File: src/rtl/seq_divider_pkg.sv
// ============================================================================
// Module   : alu_pkg
// Purpose  : Shared ALU types and constants: divider FSM states, MIPS
//            funct codes and the counter-width helper.
// Revision : 1.0
// ============================================================================
`default_nettype none

package alu_pkg;

    typedef enum logic [2:0] {
        IDLE = 3'd0,
        PREP = 3'd1,
        ITER = 3'd2,
        FIX  = 3'd3,
        DONE = 3'd4
    } state_t;

    localparam logic [5:0] FUNCT_DIV  = 6'h1A;
    localparam logic [5:0] FUNCT_DIVU = 6'h1B;

    function automatic int cnt_width(input int n);
        return (n <= 2) ? 1 : $clog2(n);
    endfunction

endpackage

`default_nettype wire

File: src/rtl/seq_divider_if.sv
// ============================================================================
// Module   : seq_divider_if
// Purpose  : Request/result bundle between pipeline control and the divider.
// Revision : 1.0
// ============================================================================
`default_nettype none

interface seq_divider_if #(
    parameter int N = 32
);
    logic         start;
    logic         is_signed;
    logic [N-1:0] dividend;
    logic [N-1:0] divisor;
    logic         busy;
    logic         done;
    logic [N-1:0] quotient;
    logic [N-1:0] remainder;
    logic         div_by_zero;

    modport master (
        output start, is_signed, dividend, divisor,
        input  busy, done, quotient, remainder, div_by_zero
    );

    modport slave (
        input  start, is_signed, dividend, divisor,
        output busy, done, quotient, remainder, div_by_zero
    );
endinterface

`default_nettype wire

File: src/rtl/seq_divider_div_step.sv
// ============================================================================
// Module   : div_step
// Purpose  : One restoring-division step: trial subtract, keep or restore.
// Revision : 1.0
// ============================================================================
`default_nettype none

module div_step #(
    parameter int N = 32
) (
    input  wire logic [N:0]   a_shift_i,
    input  wire logic [N-1:0] divisor_i,
    output logic      [N:0]   a_next_o,
    output logic              q_bit_o
);
    // Extra MSB acts as the borrow: the shifted partial remainder can exceed 2^N.
    logic [N+1:0] w_diff;

    assign w_diff   = {1'b0, a_shift_i} - {2'b00, divisor_i};
    assign q_bit_o  = ~w_diff[N+1];
    assign a_next_o = q_bit_o ? w_diff[N:0] : a_shift_i;
endmodule

`default_nettype wire

File: src/rtl/seq_divider.sv
// ============================================================================
// Module   : seq_divider
// Purpose  : Iterative restoring DIV/DIVU, one quotient bit per clock.
//            Optional macro DIV_EARLY_OUT_EN skips iteration when |a| < |b|.
// Revision : 1.0
// ============================================================================
`default_nettype none

module seq_divider
    import alu_pkg::*;
#(
    parameter int N = 32
) (
    input  wire logic      clk,
    input  wire logic      rst_n,
    seq_divider_if.slave   bus
);
    localparam int CW = cnt_width(N);

    state_t          state_q;
    logic [N-1:0]    dividend_q, divisor_q;
    logic            signed_q;
    logic [N:0]      a_q;
    logic [N-1:0]    q_q;
    logic [CW-1:0]   cnt_q;
    logic            q_neg_q, r_neg_q, dz_q;
    logic            busy_q, done_q, dvz_q;
    logic [N-1:0]    quot_q, rem_q;

    logic [N-1:0]    w_mag_dvd, w_mag_dvs;
    logic [N:0]      w_a_shift, w_a_next;
    logic            w_q_bit;

    // abs(MIN) wraps back to MIN, which is the correct unsigned magnitude.
    assign w_mag_dvd = (signed_q && dividend_q[N-1]) ? -dividend_q : dividend_q;
    assign w_mag_dvs = (signed_q && divisor_q[N-1])  ? -divisor_q  : divisor_q;
    assign w_a_shift = {a_q[N-1:0], q_q[N-1]};

    div_step #(.N(N)) u_div_step (
        .a_shift_i (w_a_shift),
        .divisor_i (w_mag_dvs),
        .a_next_o  (w_a_next),
        .q_bit_o   (w_q_bit)
    );

    always_ff @(posedge clk or negedge rst_n) begin
        if (!rst_n) begin
            state_q    <= IDLE;
            dividend_q <= '0;
            divisor_q  <= '0;
            signed_q   <= 1'b0;
            a_q        <= '0;
            q_q        <= '0;
            cnt_q      <= '0;
            q_neg_q    <= 1'b0;
            r_neg_q    <= 1'b0;
            dz_q       <= 1'b0;
            busy_q     <= 1'b0;
            done_q     <= 1'b0;
            dvz_q      <= 1'b0;
            quot_q     <= '0;
            rem_q      <= '0;
        end else begin
            case (state_q)
                IDLE: begin
                    if (bus.start) begin
                        dividend_q <= bus.dividend;
                        divisor_q  <= bus.divisor;
                        signed_q   <= bus.is_signed;
                        busy_q     <= 1'b1;
                        dvz_q      <= 1'b0;
                        state_q    <= PREP;
                    end
                end
                PREP: begin
                    q_neg_q <= signed_q & (dividend_q[N-1] ^ divisor_q[N-1]);
                    r_neg_q <= signed_q & dividend_q[N-1];
                    dz_q    <= 1'b0;
                    if (divisor_q == '0) begin
                        // MIPS leaves the result raw on divide-by-zero: no sign fix-up.
                        q_neg_q <= 1'b0;
                        r_neg_q <= 1'b0;
                        dz_q    <= 1'b1;
                        q_q     <= '1;
                        a_q     <= {1'b0, dividend_q};
                        state_q <= FIX;
                    end
`ifdef DIV_EARLY_OUT_EN
                    else if (w_mag_dvd < w_mag_dvs) begin
                        q_q     <= '0;
                        a_q     <= {1'b0, w_mag_dvd};
                        state_q <= FIX;
                    end
`endif
                    else begin
                        a_q     <= '0;
                        q_q     <= w_mag_dvd;
                        cnt_q   <= CW'(N - 1);
                        state_q <= ITER;
                    end
                end
                ITER: begin
                    a_q <= w_a_next;
                    q_q <= {q_q[N-2:0], w_q_bit};
                    if (cnt_q == '0) begin
                        state_q <= FIX;
                    end else begin
                        cnt_q <= cnt_q - CW'(1);
                    end
                end
                FIX: begin
                    quot_q  <= q_neg_q ? -q_q : q_q;
                    rem_q   <= r_neg_q ? -a_q[N-1:0] : a_q[N-1:0];
                    dvz_q   <= dz_q;
                    done_q  <= 1'b1;
                    busy_q  <= 1'b0;
                    state_q <= DONE;
                end
                DONE: begin
                    done_q  <= 1'b0;
                    state_q <= IDLE;
                end
                default: state_q <= IDLE;
            endcase
        end
    end

    assign bus.busy        = busy_q;
    assign bus.done        = done_q;
    assign bus.quotient    = quot_q;
    assign bus.remainder   = rem_q;
    assign bus.div_by_zero = dvz_q;
endmodule

`default_nettype wire

File: src/flat_wrapper.sv
// flat-port wrapper written by rule: the top's interface ports become plain ports
module seq_divider_flat import alu_pkg::*;
#(
    parameter int N = 32
)
  (clk, rst_n, bus_start, bus_is_signed, bus_dividend, bus_divisor, bus_busy, bus_done, bus_quotient, bus_remainder, bus_div_by_zero);
  seq_divider_if #(.N(N)) bus_i ();
  input  wire logic clk;
  input  wire logic rst_n;
  input wire logic [$bits(bus_i.start)-1:0] bus_start;
  input wire logic [$bits(bus_i.is_signed)-1:0] bus_is_signed;
  input wire logic [$bits(bus_i.dividend)-1:0] bus_dividend;
  input wire logic [$bits(bus_i.divisor)-1:0] bus_divisor;
  output wire logic [$bits(bus_i.busy)-1:0] bus_busy;
  output wire logic [$bits(bus_i.done)-1:0] bus_done;
  output wire logic [$bits(bus_i.quotient)-1:0] bus_quotient;
  output wire logic [$bits(bus_i.remainder)-1:0] bus_remainder;
  output wire logic [$bits(bus_i.div_by_zero)-1:0] bus_div_by_zero;
  assign bus_i.start = bus_start;
  assign bus_i.is_signed = bus_is_signed;
  assign bus_i.dividend = bus_dividend;
  assign bus_i.divisor = bus_divisor;
  assign bus_busy = bus_i.busy;
  assign bus_done = bus_i.done;
  assign bus_quotient = bus_i.quotient;
  assign bus_remainder = bus_i.remainder;
  assign bus_div_by_zero = bus_i.div_by_zero;
  seq_divider #(.N(N)) u_core (.clk(clk), .rst_n(rst_n), .bus(bus_i));
endmodule
File: config.mk
export PLATFORM = sky130hd
export DESIGN_NAME = seq_divider_flat
export DESIGN_NICKNAME = d
export VERILOG_FILES = /design/src/rtl/seq_divider_pkg.sv /design/src/rtl/seq_divider_if.sv /design/src/rtl/seq_divider_div_step.sv /design/src/rtl/seq_divider.sv /design/src/flat_wrapper.sv
export SDC_FILE = /design/constraint.sdc
export NUM_CORES = 1
export LEC_CHECK = 0
export ABC_AREA = 1
export BUFFER_PORTS_ARGS = -buffer_cell sky130_fd_sc_hd__buf_2
export CAP_MARGIN = 5
export CORE_MARGIN = 4
export CORE_UTILIZATION = 55
export DETAILED_ROUTE_END_ITERATION = 10
export HOLD_SLACK_MARGIN = 0.05
export PLACE_DENSITY = 0.72
export SKIP_LAST_GASP = 1
export SYNTH_ARGS = -nofsm -noshare
export SYNTH_HDL_FRONTEND = slang
export SYNTH_SLANG_ARGS = --single-unit
File: constraint.sdc
create_clock -name clk -period 4.5 [get_ports clk]
set_input_delay 0.225 -clock clk [delete_from_list [all_inputs] [get_ports clk]]
set_output_delay 0.225 -clock clk [all_outputs]
set_load 0.01 [all_outputs]
; After elaboration in Yosys (flattened, before gate mapping)
; Cells that the tools add are included.
[totals]
out_inout_bits = 67
reg_bits = 207
elab_cells = 69
in_bits = 68
[op_classes]
n_addsub = 6
eq_ne = 8
reduce_logical = 12
bitwise_logic = 4
muxes = 24
[ops]
columns = cell, count
row1 = $mux W32, 7
row2 = $neg A32 Y32, 4
row3 = $pmux W32 S2, 2
row4 = $sub A33 B32 Y34, 1
row5 = $logic_not A32 Y1, 1
row6 = $pmux W3 S4, 1
row7 = $mux W5, 2
row8 = $pmux W5 S2, 1
row9 = $eq A3 B2 Y1 const B, 2
row10 = $mux W1, 6
row11 = $mux W3, 2
row12 = $ne A2 B2 Y1 const B, 3
row13 = $pmux W1 S2, 3
row14 = $reduce_and A2 Y1, 3
row15 = $reduce_bool A2 Y1, 3
row16 = $logic_not A5 Y1, 1
row17 = $sub A5 B1 Y5 const B, 1
row18 = $eq A3 B1 Y1 const B, 1
row19 = $eq A3 B3 Y1 const B, 1
row20 = $logic_not A3 Y1, 1
row21 = $reduce_and A3 Y1, 1
row22 = $and A1 B1 Y1, 2
row23 = $logic_and A1 B1 Y1, 2
row24 = $ne A2 B1 Y1 const B, 1
row25 = 2 further kinds, 2

; Logic depth before layout (Yosys ltp)
[logic_depth]
depth_word = 5
depth_mapped = 23
depth_no_buf = 23

; By module
; A second synthesis with hierarchy kept.
[hier_totals]
hier_cells = 2191
area_unflattened_um2 = 15006.9
[modules_own_cells]
columns = module, n_inst, cells_each, seq_area_each_um2, area_each_um2
row1 = seq_divider, 1, 1525, 5180.0, 11766.3
row2 = div_step, 1, 666, 0.0, 3240.6

; Worst setup path before layout
; No wires, ideal clock.
[synth_timing]
path_type = flip-flop to flip-flop
from = register u_core.divisor_q[0]
to = register u_core.a_q[13]
path_slack_ns = 1.378
arrival_ns = 2.997
n_path_buf = 2
period_less_slack_ns = 3.122
setup_time_ns = 0.125
t_required_ns = 4.375
path_stages_with_launch = 23
path_cell_list = dfrtp_1 -> inv_1 -> ha_1 -> nand4_1 -> inv_2 -> nand2_1 -> nand2_1 -> o21ai_1 -> nor2_1 -> o211ai_1 -> xor2_1 -> ha_1 -> nand2_1 -> nor3_2 -> and2_1 -> and2_1 -> nand2_2 -> nand2_2 -> buf_6 -> buf_6 -> nand2_1 -> nand3_1 -> nand3_1
[synth_between]
elab_chain_len = 5
word_cells_on_any_way = 7
cone_classes = add/sub (2) / mux (4) / reduce/logical (1)
[synth_lines]
columns = item, line_no
row1 = "start, declared", seq_divider.sv:21  ; logic [N-1:0] dividend_q, divisor_q;
row2 = "start signal, assigned", seq_divider.sv:68  ; divisor_q <= bus.divisor;
row3 = $neg A32 Y32, seq_divider.sv:36  ; assign w_mag_dvs = (signed_q && divisor_q[N-1]) ? -divisor_q : divisor_q;
row4 = $mux W32, seq_divider.sv:36
row5 = $sub A33 B32 Y34, seq_divider_div_step.sv:19  ; assign w_diff = {1'b0, a_shift_i} - {2'b00, divisor_i};
row6 = $mux W32, seq_divider_div_step.sv:21  ; assign a_next_o = q_bit_o ? w_diff[N:0] : a_shift_i;
row7 = $pmux W32 S2 (*), seq_divider.sv:64  ; case (state_q)
row8 = "end signal, assigned", seq_divider.sv:85  ; a_q <= {1'b0, dividend_q};
row9 = "end signal, assigned", seq_divider.sv:103  ; a_q <= w_a_next;
row10 = "end, declared", seq_divider.sv:23  ; logic [N:0] a_q;
; Mark *: on every way between the ends. The rest lies on a longest branch, timed or not.
; A chain may end at the register's enable or synchronous reset.

; Final worst setup path
[layout_timing]
from = register u_core.divisor_q[0]
to = register u_core.a_q[11]
; Same word-level chain as after synthesis.

==> metrics.txt <==
syn_area_per_cell=7.13 um^2; remaining antenna violation count=0; Port Buffer Count=approximately 130; clock tree from TritonCTS=yes; mean number of vias per cell=around 5.6; signed area change from the synthesized netlist to the final layout=17.5%; die area=between 20,000 and 30,000 um^2; routability-driven placement congestion ratio=between 0.9 and 1; outcome=finished, final reports clean; number of levels in the clock H-tree=1; proportion of synthesized chip area in sequential cells=36.8%; most common library cell in the layout ignoring fill and taps=sky130_fd_sc_hd__nand2_1; leakage power of the design=about 0.0083 uW; number of nets at the end of the flow=2,255; Crit Path Class=reg -> reg; count of state elements after synthesis=slightly above 200; count of endpoints failing setup in the final report=0; fin crit share=roughly nine tenths; Initial Utilization=approximately 56%; number of setup buffers added after CTS=0; post-detailed-route wirelength per cell=between 15 and 20 um; final worst path period need=3980 ps; total power of the final layout=about 16,000 uW; ys flop type=sky130_fd_sc_hd__dfrtp_1; Mapped Nets=around 2,100; floorplan die height=around 170 um; required time of the critical path=4900 ps; number of buffers inserted during clock tree synthesis=24; count of final max-slew check failures=0; slew margin rel.=between 30% and 40%; total gr overflow=0; I/O pin total=135; core region area=~25,000 um^2; worst voltage drop across the vdd grid=~0.6 mV; antenna violations before repair=1; Sum Neg Setup Slack=0 ps; number of sinks driven by the clock tree=between 200 and 250; Syn Std Cell Area=14,100 um^2; worst endpoint data arrival time=~4400 ps; CTS Root Cell=sky130_fd_sc_hd__clkbuf_16; clock skew after layout=between 15 and 20 ps; clock latency reported for the late side of the worst-skew pair=about 530 ps; Critical Path Source Type=flop; clock slew at reported path FFs=roughly 60 ps; Hold/Removal Path Class=in -> async; number of flops mapped to enable cells by yosys=0; Routed WL=45,100 um; via count of the first global-routing pass=13,465; number of rows in the core area=between 50 and 60; horizontal extent of the die=168 um; gr usage total=31.6%; pin count of the biggest net entering global routing=roughly 110; DRC marker count from the first detailed-route iteration=approximately 1,400; number of cells produced by synthesis=around 2,000; maxcap violations=0; HPWL after detailed placement=roughly 34,000 um; Hold Violations, Final=0; total number of vias=about 14,000; Clock Path Buffers=3; length of the first detailed-routing pass in iterations=6; fraction of registers with async set/reset=between 90% and 100%; antenna diode count=0; maximum fanout encountered on the critical timing path=19; type of destination of the critical path=flop; post-cts resize count=0; wire length of the first global-routing pass=slightly above 70,000 um; unrepaired setup endpoints after global routing=no; leading cell types in the layout, fill and taps excluded=493 x sky130_fd_sc_hd__nand2_1, 225 x sky130_fd_sc_hd__inv_1, 219 x sky130_fd_sc_hd__nor2_1; count of yosys warnings during synthesis=0; worst-margin pin slew=approximately 980 ps; DR DRC count=0; fraction of final layout cells sized beyond drive strength 1=about 13%; FMAX=251 MHz; Power Dens Cells=between 900 and 1000 nW/um^2; number of unique standard cell types used by synthesis=54
[stage by stage]
step | hold WS [ps] | utilization, % | instances | setup slack, ps | area [um^2]
final | 332 | 65.7 | 2496 | 524 | 16500
after global routing | 420 | 65.7 | 2496 | 146 | 16500
after CTS | 415 | 65.7 | 2496 | 552 | 16500
after detailed placement | 400 | 59.5 | 2385 | 570 | 15000
after global placement | 405 | 59.5 | 2385 | 748 | 15000
after floorplan | -70.6 | - | 1972 | 1380 | 14100
[worst max-delay path, cell delays in order, from the launching register on]
cell                      delay [ps]
sky130_fd_sc_hd__dfrtp_1         400
sky130_fd_sc_hd__inv_1           110
sky130_fd_sc_hd__ha_1            240
sky130_fd_sc_hd__nand4_1         200
sky130_fd_sc_hd__inv_2           140
sky130_fd_sc_hd__nand2_1          60
sky130_fd_sc_hd__nand2_1          90
sky130_fd_sc_hd__o21ai_1         100
sky130_fd_sc_hd__nor2_1          270
sky130_fd_sc_hd__o21ai_1         140
sky130_fd_sc_hd__xor2_1          170
sky130_fd_sc_hd__ha_1            340
sky130_fd_sc_hd__nand2_1          80
sky130_fd_sc_hd__nand2_1          60
sky130_fd_sc_hd__a21oi_1         170
sky130_fd_sc_hd__o21ai_1         130
sky130_fd_sc_hd__a21oi_2         220
sky130_fd_sc_hd__nand2_2         300
sky130_fd_sc_hd__buf_4           290
sky130_fd_sc_hd__inv_2           110
sky130_fd_sc_hd__nand2_1          70
sky130_fd_sc_hd__nand3_1          80
sky130_fd_sc_hd__nand3_1          80
[routing by layer]
metal	vias up	wire length, um	global-route usage (%)
li1	6761	-	-
met1	6548	19900	45.0
met2	624	19900	49.4
met3	89	3920	6.18
met4	2	1400	9.24
met5	-	13	0
[cells in the mapped netlist (all sizes together) (8+ instances only)]
cell / count / area share [%]
o211ai: 11 / 0.59
o21ai: 172 / 6.2
nand2: 505 / 14
nor3: 29 / 1.3
buf: 25 / 1.1
dfrtp: 207 / 37
nand4: 20 / 1.0
nand3: 133 / 4.8
mux2: 18 / 1.4
xor2: 76 / 4.7
inv: 242 / 6.5
o22ai: 31 / 2.0
or2: 8 / 0.36
xnor2: 22 / 1.4
clkbuf: 38 / 1.0
a21oi: 109 / 4.0
nor2: 231 / 6.5
o21bai: 20 / 1.1
o31ai: 10 / 0.53
ha: 38 / 3.4
[state kept, by name, indices dropped and copies added, names as in the netlist]
register,count
u_core.q_neg_q,1
u_core.a_q,32
u_core.bus.quotient,32
u_core.cnt_q,5
u_core.bus.busy,1
u_core.state_q,3
u_core.signed_q,1
u_core.dividend_q,32
u_core.dz_q,1
u_core.bus.div_by_zero,1
u_core.divisor_q,32
u_core.r_neg_q,1
u_core.bus.remainder,32
u_core.bus.done,1
u_core.q_q,32
[final timing paths]
check / startpoint / to / slack [ps] / depth (start not counted)
hold reg to reg: u_core.bus.quotient[30] / u_core.bus.quotient[30] / 470 / 2
setup / recovery: u_core.divisor_q[0] / u_core.a_q[11] / 520 / 22
min in group clk: bus_divisor[7] / u_core.divisor_q[7] / 470 / 3
setup reg to reg: u_core.divisor_q[0] / u_core.a_q[11] / 520 / 22
hold / removal: rst_n / u_core.a_q[3] / 330 / 2
max in group asynchronous: rst_n / u_core.bus.quotient[29] / 3110 / 3
[kinds of logic after synthesis]
group,count (synthesis),share of synthesized area [%]
and+or+nand+nor,938,28.4
AOI/OAI and AO/OA,367,15.2
buffers and inverters,305,8.56
DFF,207,36.8
xor gates and xnor gates,98,6.10
adders and majority gates,39,3.52
muxes,18,1.44
[power breakdown]
| part | internal (uW) | switching, uW | total (uW) | leakage, uW |
|---|---|---|---|---|
| sequential | 2750 | 951 | 3700 | 0.00250 |
| combinational | 3330 | 6420 | 9750 | 0.00542 |
| clock | 1350 | 806 | 2150 | 0.000428 |
[what timing repair did]
action | 4_1_cts | 5_1_grt
endpoints found under the setup margin | 0 | 0
hold endpoints to repair | 173 | 0
hold buffers | 67 | 0
[area by class of cell]
| cell class | instances | area [um^2] |
|---|---|---|
| clock buffer | 36 | 727 |
| clock inverter | 8 | 153 |
| fill | 2187 | 8640 |
| inverter | 242 | 908 |
| multi-input combinational | 1460 | 7700 |
| sequential | 207 | 5180 |
| tap | 330 | 413 |
| timing repair buffer | 213 | 1450 |
Note: power is estimated with default switching activity, not from simulation.
